===== src/rtl/instruction_fetch.sv =====
// Single-issue instruction fetch unit: BOOT/RUN/HALT sequencer with a one-entry fetch register.
// Optional performance counters (FetchCount, StallCount) are compiled in with macro FETCH_PERF_EN.
module instruction_fetch #(
  parameter logic [31:0] RESET_PC  = 32'h0000_0000,
  parameter int          MEM_BYTES = 128
) (
  input  logic        Clk,
  input  logic        Reset,
  output logic [31:0] Address,
  input  logic [31:0] InstructionIn,
  input  logic        RedirectValid,
  input  logic [31:0] RedirectTarget,
  output logic        FetchValid,
  input  logic        FetchReady,
  output logic [31:0] FetchInstruction,
  output logic [31:0] FetchPC,
  output logic        Halted,
  output logic        FaultMisaligned
`ifdef FETCH_PERF_EN
  ,
  output logic [31:0] FetchCount,
  output logic [31:0] StallCount
`endif
);

  typedef enum logic [1:0] {
    BOOT = 2'd0,
    RUN  = 2'd1,
    HALT = 2'd2
  } state_t;

  localparam logic [31:0] MEM_LIMIT = 32'(MEM_BYTES);

  state_t      state;
  logic [31:0] pc;
  logic        pc_in_range;
  logic        slot_free;
  logic        target_misaligned;

  function automatic logic is_misaligned(input logic [31:0] addr);
    return addr[1:0] != 2'b00;
  endfunction

  assign Address = pc;

  // Fetch conditions derived from the current state of the fetch register and PC.
  always_comb begin
    pc_in_range       = pc < MEM_LIMIT;
    slot_free         = !FetchValid || FetchReady;
    target_misaligned = is_misaligned(RedirectTarget);
  end

  // Sequencer: a redirect outranks everything; a misaligned one parks the unit in HALT.
  always_ff @(posedge Clk or posedge Reset) begin
    if (Reset) begin
      state            <= BOOT;
      pc               <= RESET_PC;
      FetchValid       <= 1'b0;
      FetchInstruction <= 32'h0000_0000;
      FetchPC          <= 32'h0000_0000;
      Halted           <= 1'b0;
      FaultMisaligned  <= 1'b0;
    end else begin
      case (state)
        BOOT, RUN: begin
          if (RedirectValid) begin
            FetchValid <= 1'b0;
            if (target_misaligned) begin
              FaultMisaligned <= 1'b1;
              Halted          <= 1'b1;
              state           <= HALT;
            end else begin
              pc    <= RedirectTarget;
              state <= RUN;
            end
          end else if (state == BOOT) begin
            state <= RUN;
          end else if (!pc_in_range) begin
            // Out of memory: stop fetching but let the held instruction drain.
            state  <= HALT;
            Halted <= 1'b1;
            if (FetchReady) begin
              FetchValid <= 1'b0;
            end
          end else if (slot_free) begin
            FetchInstruction <= InstructionIn;
            FetchPC          <= pc;
            FetchValid       <= 1'b1;
            pc               <= pc + 32'd4;
          end
        end
        HALT: begin
          if (FetchReady) begin
            FetchValid <= 1'b0;
          end
        end
        default: begin
          state      <= HALT;
          Halted     <= 1'b1;
          FetchValid <= 1'b0;
        end
      endcase
    end
  end

`ifdef FETCH_PERF_EN
  // Saturating handshake and stall counters.
  always_ff @(posedge Clk or posedge Reset) begin
    if (Reset) begin
      FetchCount <= 32'h0000_0000;
      StallCount <= 32'h0000_0000;
    end else begin
      if (FetchValid && FetchReady && (FetchCount != 32'hFFFF_FFFF)) begin
        FetchCount <= FetchCount + 32'd1;
      end
      if (FetchValid && !FetchReady && (StallCount != 32'hFFFF_FFFF)) begin
        StallCount <= StallCount + 32'd1;
      end
    end
  end
`endif

endmodule


===== config.mk =====
export PLATFORM = sky130hd
export DESIGN_NAME = instruction_fetch
export DESIGN_NICKNAME = d
export VERILOG_FILES = /design/src/rtl/instruction_fetch.sv
export SDC_FILE = /design/constraint.sdc
export NUM_CORES = 1
export LEC_CHECK = 0
export ABC_AREA = 1
export CAP_MARGIN = 5
export CORE_AREA = 2 2 134 136
export CTS_BUF_LIST = sky130_fd_sc_hd__clkbuf_4 sky130_fd_sc_hd__clkbuf_8
export DETAILED_ROUTE_END_ITERATION = 8
export DIE_AREA = 0 0 136 138
export DONT_BUFFER_PORTS = 1
export MAX_ROUTING_LAYER = met4
export PLACE_DENSITY_LB_ADDON = 0.3
export SETUP_SLACK_MARGIN = 0.3
export SYNTH_ARGS = -nofsm -noshare
export SYNTH_HDL_FRONTEND = slang
export SYNTH_SLANG_ARGS = --single-unit

===== constraint.sdc =====
create_clock -name Clk -period 3.03 [get_ports Clk]
set_input_delay 0.606 -clock Clk [delete_from_list [all_inputs] [get_ports Clk]]
set_output_delay 0.606 -clock Clk [all_outputs]
set_load 0.005 [all_outputs]

==> flow_metrics.tcl <==
set metrics [dict create \
    status "completed" \
    ant_nets 0 \
    syn_avg_cell_area_um2 7.78 \
    clock_skew_ns 0.0108 \
    min_path_type "input pin to async pin" \
    rsz0062_at_grt "no" \
    cts.sinks 101 \
    synth-warning-count 0 \
    worstSetupPathType "flip-flop to flip-flop" \
    grt_antenna_before_repair 2 \
    async_flop_share_pct 100 \
    layout.cells.non_filler 884 \
    path_cells "nor2_1, nand4_1, nor2_1, nand2_1, inv_2, nand3_4, buf_12, nand2_1, o21ai_1" \
    finalCritPeriodShare_pct 73.3 \
    report.final.hold_viol_count 0 \
    routed_wl_um 13000 \
    worst_slack_ns 0.809 \
    cts_tree "yes" \
    ys.flop_type "dfrtp_1" \
    synth_edf_count 0 \
    design.die.area_mm2 0.0188 \
    via_per_inst 4.39 \
    num-fill-cells 1885 \
    dp_cells 868 \
    cts-hold-fix-buffers 0 \
    path_delay_family "simple AND/OR/NAND/NOR gates" \
    place_area_mm2 0.00527 \
    ys_seq_elements 101 \
    cts-resized-gates 0 \
    syn-num-nets 728 \
    vias 3877 \
    cap_violations 0 \
    synthTopCellsByArea "dfrtp_1 49%, nand2_1 18%, inv_1 7.0%" \
    initial_core_util_pct 29.2 \
    clk_latency_ns 0.38 \
    syn2layout_area_growth_pct 6.66 \
    worst-endpoint-arrival_ns 2.48 \
    grt_overflow_total 0 \
    htreeDepth 3 \
    slew_headroom_pct 57.9 \
    std_cell_rows 49 \
    drv_slew 0 \
    final.min_clock_period_ns 2.22 \
    ctsRootBufferMaster "clkbuf_8" \
    finalWeightedCongestion 0.828 \
    worstMarginPinSlew_ns 0.631 \
    grt_pass1_wl_um 20400 \
    postSynthCellCount 659 \
    drc 0 \
    fin_area_mm2 0.00547 \
    pre_cts_ws_ns 0.791 \
    core_mm2 0.0175 \
    utilization_pct 31.2 \
    die_h_um 138 \
    max_freq_ghz 0.450 \
    grt_pass1_vias 3645 \
    clkTransAtPathRegs_ns 0.10 \
    post-synth-top-area-fraction_pct 49.3 \
    cp_max_fo 58 \
    grt_max_degree 76 \
    tns_ns 0 \
    seq_area_mm2 0.00253 \
    start_kind "flip-flop" \
    crit_slowest_cell "dfrtp_1" \
    leakage_nw 2.86 \
    cp_slowest_stage_delay_ns 0.48 \
    power_density_mw_per_mm2 465 \
    yosysTopAreaCell "dfrtp_1" \
    fin_nets 719 \
    drt_iter0_drc 181 \
    drt_first_pass_iters 4 \
    numPortBuffers 0 \
    io_pins 167 \
    hpwl_um 9500 \
    ys_types 29 \
    crit_buf_inv 2 \
    cts_max_path_buffers 2 \
    required_ns 3.29 \
    fp.dieW_um 136 \
    multi_input_area_mm2 0.00204 \
    wl_per_cell_um 14.7 \
    vdd_ir_drop_max_mv 0.160 \
    synth_most_common_cell "nand2_1" \
    cp-end-kind "flip-flop" \
    synthTopCellsByCount "248 x nand2_1, 101 x dfrtp_1, 95 x inv_1" \
    cts_buffers 9 \
    netlist_area_mm2 0.00513 \
    setup_viol 0 \
    ys_seq_area_share_pct 49.3 \
    layout-drive-gt1-share_pct 8.73 \
    cts_setup_buffers 0 \
    groute.usage.overall_pct 14.5 \
]
==> placed cells by master (no fill, tap or decap) <==
cell type and count:
clkinv_4 2, a22oi_1 1, a21oi_4 1, xor2_1 5, clkinvlp_4 1, o21ai_1 30, dfrtp_1 101, nand3_1 27
clkbuf_4 1, clkbuf_8 10, diode_2 2, and2_1 1, nor2_2 5, buf_12 2, inv_1 94, o21ai_2 22
nor3_1 3, o21bai_1 4, nand3_4 2, mux2i_1 7, nand2_1 248, nand2_2 1, o21ai_0 11, nor2_1 58
ha_1 1, inv_2 3, nand4_1 3, nor2_4 5, inv_4 1, bufinv_16 1, a21oi_1 2
==> through the flow <==
stage                     total power, mW  hold WS [ns]
after global routing                 2.68         0.186
after detailed placement             1.68         0.479
after CTS                            2.59         0.164
after floorplan                      1.62         0.459
final                                2.54         0.159
after global placement               1.67         0.475
==> worst paths after layout <==
kind,startpoint,end,slack [ns],cells after the start
max,Address[22]$_DFFE_PP0P_,FetchInstruction[17]$_DFFE_PP0P_,0.81,9
min,Reset,Address[11]$_DFFE_PP0P_,0.16,1
max reg2reg,Address[22]$_DFFE_PP0P_,FetchInstruction[17]$_DFFE_PP0P_,0.81,9
min reg2reg,FetchPC[7]$_DFFE_PP0P_,FetchPC[7]$_DFFE_PP0P_,0.50,2
max in group asynchronous,Reset,FetchValid$_DFFE_PP0P_,2.06,2
min in group Clk,InstructionIn[31],FetchInstruction[31]$_DFFE_PP0P_,0.34,2
==> sequential cells by signal, indices dropped and copies added (netlist names) <==
register,cells
Halted,1
state,2
FaultMisaligned,1
FetchValid,1
Address,32
FetchInstruction,32
FetchPC,32
==> metal layers <==
layer	global-route usage (%)	wire length, µm	vias up
met2	21.8	5950	111
met4	4.61	182	0
li1	-	-	1979
met3	4.73	1020	15
met5	-	0	-
met1	18.4	5850	1772
==> kinds of logic (layout without fill, tap and decap cells) <==
family	after synthesis	after routing	synth area share, %
simple gates	353	353	28.3
fa+ha+maj	1	1	0.244
xor+xnor	5	5	0.854
other cells	0	2	0
flops	101	101	49.3
mux	7	7	1.37
compound gates	71	71	9.00
buf+inv	121	115	10.9
==> where the power goes <==
| part | internal (mW) | switching, mW |
|---|---|---|
| logic | 0.0640 | 0.113 |
| clock network | 0.409 | 0.495 |
| registers | 1.39 | 0.0779 |
==> final cells by class <==
cell class                 instances  area share, %
tap                              229           5.24
antenna                            2         0.0915
timing repair buffer               2          0.732
sequential                       101           46.2
inverter                          99           6.91
clock inverter                     3          0.869
clock buffer                      11           2.65
multi-input combinational        437           37.3
==> worst reg2reg max path, cell delays in order (launching register included) <==
cell     delay [ns]
dfrtp_1        0.48
nor2_1         0.13
nand4_1        0.12
nor2_1         0.19
nand2_1        0.11
inv_2          0.09
nand3_4        0.41
buf_12         0.39
nand2_1        0.12
o21ai_1        0.06
No activity file was read; power rests on OpenSTA's default activity.
